File: src/rtl/vit_pkg.sv
// Shared types and constants for the Viterbi symbol-pipe sequencer and its delay pipe.
package vit_pkg;

  localparam int VIT_SYM_W      = 2;
  localparam int VIT_PIPE_DEPTH = 32;

  typedef enum logic [2:0] {
    IDLE  = 3'd0,
    CLR   = 3'd1,
    RUN   = 3'd2,
    PAD   = 3'd3,
    DRAIN = 3'd4
  } vit_state_e;

endpackage

File: src/rtl/vit_mark_shreg.sv
// Valid/last shadow marks shifted in lockstep with the symbol delay pipe.
module vit_mark_shreg
  import vit_pkg::*;
#(
  parameter int DEPTH = VIT_PIPE_DEPTH
) (
  input  logic clk,
  input  logic reset_n,
  input  logic i_clr,
  input  logic i_valid,
  input  logic i_last,
  output logic o_valid,
  output logic o_last
);

  logic [DEPTH-1:0] r_valid;
  logic [DEPTH-1:0] r_last;

  always_ff @(posedge clk or negedge reset_n) begin
    if (!reset_n) begin
      r_valid <= '0;
      r_last  <= '0;
    end else if (i_clr) begin
      r_valid <= '0;
      r_last  <= '0;
    end else begin
      r_valid <= {r_valid[DEPTH-2:0], i_valid};
      r_last  <= {r_last[DEPTH-2:0], i_last};
    end
  end

  assign o_valid = r_valid[DEPTH-1];
  assign o_last  = r_last[DEPTH-1];

endmodule

File: src/rtl/vit_pipe_seq_ctrl.sv
// Sequencer for the Viterbi 2-bit symbol delay pipe: framing, pipe clear, shadow marks, drain.
// Zero-tail padding is compiled in with VIT_TAIL_PAD_EN.
//   state | meaning
//   IDLE  | waiting for frame_start
//   CLR   | one-cycle clear of pipe, shadow marks and symbol count
//   RUN   | accepting symbols
//   PAD   | injecting TAIL_LEN zero tail symbols (VIT_TAIL_PAD_EN only)
//   DRAIN | waiting for the last mark to reach the pipe output
module vit_pipe_seq_ctrl
  import vit_pkg::*;
#(
  parameter int DEPTH = VIT_PIPE_DEPTH,
  parameter int SYM_W = VIT_SYM_W,
  parameter int CNT_W = 16
`ifdef VIT_TAIL_PAD_EN
  ,
  parameter int TAIL_LEN = 2
`endif
) (
  input  logic             clk,
  input  logic             reset_n,
  input  logic             frame_start,
  input  logic             in_valid,
  input  logic [SYM_W-1:0] in_sym,
  input  logic             in_last,
  output logic             in_ready,
  output logic             pipe_clr,
  output logic [SYM_W-1:0] pipe_in,
  input  logic [SYM_W-1:0] pipe_out,
  output logic             out_valid,
  output logic [SYM_W-1:0] out_sym,
  output logic             out_last,
  output logic             frame_done,
  output logic             busy,
  output logic [CNT_W-1:0] sym_count,
  output logic             proto_err
);

  vit_state_e       r_state;
  vit_state_e       w_state_nxt;
  vit_state_e       w_last_tgt;
  logic             w_accept;
  logic             w_pad_active;
  logic             w_pad_last;
  logic             w_last_marks;
  logic             w_mark_valid;
  logic             w_mark_last;
  logic             w_sh_clr;
  logic [CNT_W-1:0] r_sym_count;
  logic             r_proto_err;

`ifdef VIT_TAIL_PAD_EN
  localparam int PAD_W = (TAIL_LEN > 1) ? $clog2(TAIL_LEN) : 1;
  logic [PAD_W-1:0] r_pad_cnt;

  always_ff @(posedge clk or negedge reset_n) begin
    if (!reset_n) begin
      r_pad_cnt <= '0;
    end else if (r_state != PAD) begin
      r_pad_cnt <= PAD_W'(TAIL_LEN - 1);
    end else if (r_pad_cnt != '0) begin
      r_pad_cnt <= r_pad_cnt - 1'b1;
    end
  end

  // The real last symbol is left unmarked; the final pad symbol carries the mark.
  assign w_pad_active = (r_state == PAD);
  assign w_pad_last   = w_pad_active && (r_pad_cnt == '0);
  assign w_last_tgt   = PAD;
  assign w_last_marks = 1'b0;
`else
  assign w_pad_active = 1'b0;
  assign w_pad_last   = 1'b0;
  assign w_last_tgt   = DRAIN;
  assign w_last_marks = 1'b1;
`endif

  always_ff @(posedge clk or negedge reset_n) begin
    if (!reset_n) begin
      r_state <= IDLE;
    end else begin
      r_state <= w_state_nxt;
    end
  end

  always_comb begin
    w_state_nxt = r_state;
    case (r_state)
      IDLE:    if (frame_start) w_state_nxt = CLR;
      CLR:     w_state_nxt = RUN;
      RUN:     if (w_accept && in_last) w_state_nxt = w_last_tgt;
      PAD:     if (w_pad_last) w_state_nxt = DRAIN;
      DRAIN:   if (frame_done) w_state_nxt = IDLE;
      default: w_state_nxt = IDLE;
    endcase
  end

  always_comb begin
    in_ready = 1'b0;
    pipe_clr = ~reset_n;
    w_sh_clr = 1'b0;
    busy     = (r_state != IDLE);
    case (r_state)
      CLR: begin
        pipe_clr = 1'b1;
        w_sh_clr = 1'b1;
      end
      RUN:     in_ready = 1'b1;
      default: ;
    endcase
  end

  assign w_accept     = in_valid & in_ready;
  assign pipe_in      = w_accept ? in_sym : '0;
  assign w_mark_valid = w_accept | w_pad_active;
  assign w_mark_last  = (w_accept & in_last & w_last_marks) | w_pad_last;

  vit_mark_shreg #(
    .DEPTH (DEPTH)
  ) u_mark_shreg (
    .clk     (clk),
    .reset_n (reset_n),
    .i_clr   (w_sh_clr),
    .i_valid (w_mark_valid),
    .i_last  (w_mark_last),
    .o_valid (out_valid),
    .o_last  (out_last)
  );

  assign out_sym    = pipe_out;
  assign frame_done = out_valid & out_last & (r_state == DRAIN);

  always_ff @(posedge clk or negedge reset_n) begin
    if (!reset_n) begin
      r_sym_count <= '0;
      r_proto_err <= 1'b0;
    end else begin
      if (r_state == CLR) begin
        r_sym_count <= '0;
      end else if (w_accept && (r_sym_count != '1)) begin
        r_sym_count <= r_sym_count + 1'b1;
      end
      // frame_start coinciding with frame_done lands here too, since the state is still DRAIN.
      if ((frame_start && (r_state != IDLE)) ||
          (in_valid && ((r_state == IDLE) || (r_state == CLR)))) begin
        r_proto_err <= 1'b1;
      end
    end
  end

  assign sym_count = r_sym_count;
  assign proto_err = r_proto_err;

endmodule

File: config.mk
export PLATFORM = sky130hd
export DESIGN_NAME = vit_pipe_seq_ctrl
export DESIGN_NICKNAME = d
export VERILOG_FILES = /design/src/rtl/vit_pkg.sv /design/src/rtl/vit_mark_shreg.sv /design/src/rtl/vit_pipe_seq_ctrl.sv
export SDC_FILE = /design/constraint.sdc
export NUM_CORES = 1
export LEC_CHECK = 0
export ABC_AREA = 1
export ABC_CLOCK_PERIOD_IN_PS = 1800
export BUFFER_PORTS_ARGS = -buffer_cell sky130_fd_sc_hd__buf_2
export CAP_MARGIN = 25
export CORE_MARGIN = 2
export CORE_UTILIZATION = 50
export DETAILED_ROUTE_END_ITERATION = 6
export HOLD_SLACK_MARGIN = 0.08
export PLACE_DENSITY = 0.7
export SLEW_MARGIN = 20
export SYNTH_ARGS = -nofsm -noshare
export SYNTH_HDL_FRONTEND = slang
export SYNTH_SLANG_ARGS = --single-unit
File: constraint.sdc
create_clock -name clk -period 1.8 [get_ports clk]
set_input_delay 0.36 -clock clk [delete_from_list [all_inputs] [get_ports clk]]
set_output_delay 0.36 -clock clk [all_outputs]
set_load 0.05 [all_outputs]
# After elaboration in Yosys (flattened, before gate mapping)
# Cells that the tools add are included.
[word_totals]
register_bits = 84
word_cells = 42
[op_classes]
addsub = 1
mux = 12
reduce_logical = 10
n_bitwise = 6
eq_ne = 8
[op_table]
columns = ["operator", "count"]
rows = [
  ["32-bit two-way mux", 2],
  ["16-bit two-way mux", 2],
  ["16-bit by 1-bit adder with 16-bit output (second input constant)", 1],
  ["16-bit inequality test (second input constant)", 1],
  ["3-bit case mux with 5 select lines", 1],
  ["3-bit two-way mux", 3],
  ["3-bit by 2-bit equality test with 1-bit output (second input constant)", 2],
  ["2-bit inequality test (second input constant)", 3],
  ["1-bit AND", 4],
  ["1-bit logical AND", 4],
  ["4-bit AND reduction", 1],
  ["3-bit by 1-bit equality test with 1-bit output (second input constant)", 1],
  ["3-bit equality test (second input constant)", 1],
  ["3-bit zero test", 1],
  ["1-bit two-way mux", 3],
  ["3-bit nonzero test", 1],
  ["1-bit logical OR", 2],
  ["2-bit two-way mux", 1],
  ["1-bit inverter", 2],
  ["2-bit nonzero test", 1],
]

# Depth between registers and ports, before layout
[logic_depth]
ltp_word = 6
depth_mapped = 9
ltp_nobuf = 8

# Hierarchy
# A second synthesis with hierarchy kept.
[unflattened]
cells_unflattened = 383
area_unflattened_um2 = 3462.1
[by_module_without_submodules]
columns = ["module", "n_inst", "area_per_inst_um2", "cells_each"]
rows = [
  ["vit_mark_shreg", 1, 2160.8, 199],
  ["vit_pipe_seq_ctrl", 1, 1301.2, 184],
]

# Worst setup path before layout
# No wires, ideal clock.
[synth_timing]
path_kind = "reg2out"
startpoint = "register u_mark_shreg.r_valid[31]"
endpoint = "output port frame_done"
path_slack_ps = -761
path_buffers = 0
path_stages_with_launch = 3
t_arrival_ps = 2201
cell_sequence = "dfrtp_1 nand2_1 nor4_1"
[synth_between]
elab_chain_len = 2
[synth_rtl]
columns = ["element", "line", "text"]
rows = [
  ["start, declared", "vit_mark_shreg.sv:16", "logic [DEPTH-1:0] r_valid;"],
  ["start signal, assigned", "vit_mark_shreg.sv:27", "r_valid <= {r_valid[DEPTH-2:0], i_valid};"],
  ["1-bit AND (2 in a row)", "vit_pipe_seq_ctrl.sv:131", "assign frame_done = out_valid & out_last & (r_state == DRAIN);"],
  ["end, declared", "vit_pipe_seq_ctrl.sv:33", "output logic frame_done,"],
]
# No other way between the ends.

# Worst setup path in the final report
[layout_timing]
startpoint = "register r_state[1]"
endpoint = "output port frame_done"
[layout_between]
elab_chain_len = 2
[layout_rtl]
columns = ["element", "line", "text"]
rows = [
  ["start, declared", "vit_pipe_seq_ctrl.sv:39", "vit_state_e r_state;"],
  ["start signal, assigned", "vit_pipe_seq_ctrl.sv:82", "r_state <= w_state_nxt;"],
  ["3-bit equality test", "vit_pipe_seq_ctrl.sv:131", ""],
  ["1-bit AND", "vit_pipe_seq_ctrl.sv:131", ""],
]
# No other way between the ends.

==> results.cfg <==
[outcome]
status = finished, final reports clean

[sta]
slew_viol_final = 0
final_hold_viol_count = 0
worst_slew_pin_slew_ns = 0.443
fin_crit_ns = 1.79
fmax_ghz = 0.558
fin_setup_tns_ns = 0
setup_ws_ns = 0.00695
finalSetupViolations = 0
maxSlewHeadroom_pct = 70.3
timing.final.crit_share_pct = 99.6
rsz0062_at_grt = true
fin_skew_ns = 0.00352

[routing]
routedWlPerCell_um = 11.9
vias_per_cell = 4.69
wl_um = 6170
vias = 2421
drt_pre_antenna_iters = 5
drt_iter0_drc = 126
drc = 0
antenna_left = 0

[clock_network]
path_clk_slew_ns = 0.08
clockBufferDepth = 2
root_buffer = clkbuf_8
cts_buffers = 9
cts_tree = yes
htreeDepth = 3
cts.sinks = 84
clkLatencyLatePin_ns = 0.34
hold_buffers = 0

[synthesis]
avgSynthCellArea_um2 = 8.89
synth_flop_cell = dfrtp_1
synthArstFlopShare_pct = 100
synth_area_um2 = 3420
synth_top_area_share_pct = 61.4
yosysWarnings = 0
yosys.area.top_type = dfrtp_1
synthCells = 385
synth_edf_count = 0
synthTopCellsByArea = dfrtp_1 61%, inv_1 9.1%, nor2_1 9.1%
ys_types = 24
synth-seq-area-share_pct = 61.4
synth_seq_cells = 84
syn_nets = 395

[place]
port_buffers = 31
gp_congestion = 0.882
dp_hpwl_um = 3810
post_dp_cell_area_um2 = 3720
dp.cells = 492
pre_cts_ws_ns = 0.164

[floorplanning]
die_w_um = 86.8
start_util_pct = 51.0
core_area_um2 = 6720
die_h_um = 86.8
placementRows = 30
die_area_um2 = 7530
io_pins = 36

[setup_path]
required_ns = 1.44
slowest_delay_ns = 0.43
critPathKind = reg -> out
crit_arrival_ns = 1.43
crit_chain = buf_4, nor4_4, buf_6
crit_path_max_fanout = 4
r2r_cells = 9
cpMaxStageDelayCell = dfrtp_2
cp_top_family = flip-flops
timing.rr.end = sym_count[4]$_DFFE_PN0P_
r2r_slack_ns = 0.21
worstSetupStartpoint = r_state[1]$_DFFE_PN0P_
r2r-start = sym_count[0]$_DFFE_PN0P_
worst-path-stages = 3
cp-start-kind = register
crit_buf_inv = 2
cp-end-kind = primary output

[power_and_ir_drop]
power-per-cell-area_nw_per_um2 = 1240
p_leak_nw = 2.07
ir_drop_uv = 886

[global_route]
antenna_found_initial = 0
grt_overflow = 0
grt_pass1_vias = 2414
grt_usage_pct = 18.3
grt_pass1_wl_um = 10600
grt_max_degree = 85

[layout]
drive_above_1_share_pct = 20.4
syn2layout_area_growth_pct = 18.3
n_fill_cell = 586
fin_area_um2 = 4050
nets = 441
n_antenna_cell = 0
fin_cells = 516
fin_util_pct = 60.3

[job]
max_cap_viol_count = 0

[worst_hold_path]
holdCritPathClass = in -> async
synthesized netlist by cell type, types with 2 or more instances:
cell type   n
inv_2       4
dfrtp_1    84
clkbuf_1    6
nand4_1     4
buf_6       2
nor2_4      4
a21oi_1     2
nand2_1    56
inv_1      83
or2_2       2
nand3_1    34
nand2_2     2
buf_4       2
nor2_1     83
nand3_2     4
o21ai_0     5
kinds of logic (layout without fill, tap and decap cells):
kind of cell	count (synthesis)	in the layout	share of synthesized area, %
AO/OA/AOI/OAI	9	9	1.72
XOR/XNOR	1	1	0.256
adder cells (fa/ha/maj)	1	1	0.365
buffers and inverters	98	149	11.4
flip-flops	84	84	61.4
AND/OR/NAND/NOR	192	192	24.8
power breakdown:
group / internal (mW) / switching, mW
clock network: 0.679 / 0.637
logic: 0.483 / 0.956
registers: 2.13 / 0.132
total: 3.29 / 1.72
through the flow:
stage | total power [mW] | hold slack, ns
finish | 5.02 | 0.0778
global route | 5.32 | 0.0955
CTS | 4.97 | 0.0866
detailed placement | 3.55 | 0.457
global placement | 3.53 | 0.449
floorplan | 3.20 | 0.0644
sequential cells by signal (all words and copies together), names as in the netlist:
signal,count
proto_err,1
sym_count,16
r_state,3
u_mark_shreg.r_valid,32
u_mark_shreg.r_last,32
worst max path at each step:
stage	end	slack [ns]
after floorplan	pipe_in[0]	-0.06
after global placement	pipe_in[0]	0.21
final	frame_done	0.007
after detailed placement	sym_count[7]$_DFFE_PN0P_	0.16
after CTS	frame_done	-0.02
after global routing	pipe_clr	-0.04
per-layer routing:
| metal | routed length, um | GRT usage [%] | up-vias |
|---|---|---|---|
| met3 | 199 | 3.62 | 13 |
| li1 | - | - | 1217 |
| met1 | 2900 | 24.3 | 1152 |
| met2 | 2950 | 29.1 | 39 |
| met4 | 120 | 8.81 | 0 |
| met5 | 0 | 0 | - |
worst register-to-register path, stage by stage (launching register included):
cell,delay [ns]
dfrtp_2,0.41
ha_1,0.21
nand3_1,0.12
inv_2,0.14
nand2_4,0.08
nor2_1,0.19
nor2_4,0.05
buf_12,0.15
nand3_1,0.08
nand2_1,0.05
repair_timing:
item,in CTS,in global routing
pin swaps,2,2
resized for setup,15,5
setup endpoints to repair,4,19
buffers inserted,5,3
placed cells by master (no fill, tap or decap), types with 2 or more instances in the layout:
cell      instances
nor2_4            6
buf_2            26
nand4_1           4
dfrtp_2           4
clkbuf_1          2
or2_2             2
a21oi_1           2
o21ai_0           5
clkbuf_8         10
buf_12            4
nor2_2            2
clkinv_2          2
buf_4            12
inv_1            82
inv_2             4
nand3_2           3
buf_6             3
nor2_1           80
nand2_2           3
dfrtp_1          80
nand3_1          34
nand2_1          55
cell type report:
type	instances	area [um2]	area share, %
Sequential cell	84	2110	52.0
Multi-Input combinational cell	203	973	24.0
Tap cell	80	100	2.47
Clock buffer	12	145	3.58
Clock inverter	4	48.8	1.20
Timing Repair Buffer	46	349	8.61
Inverter	87	329	8.12
(Power assumes the default switching activity.)
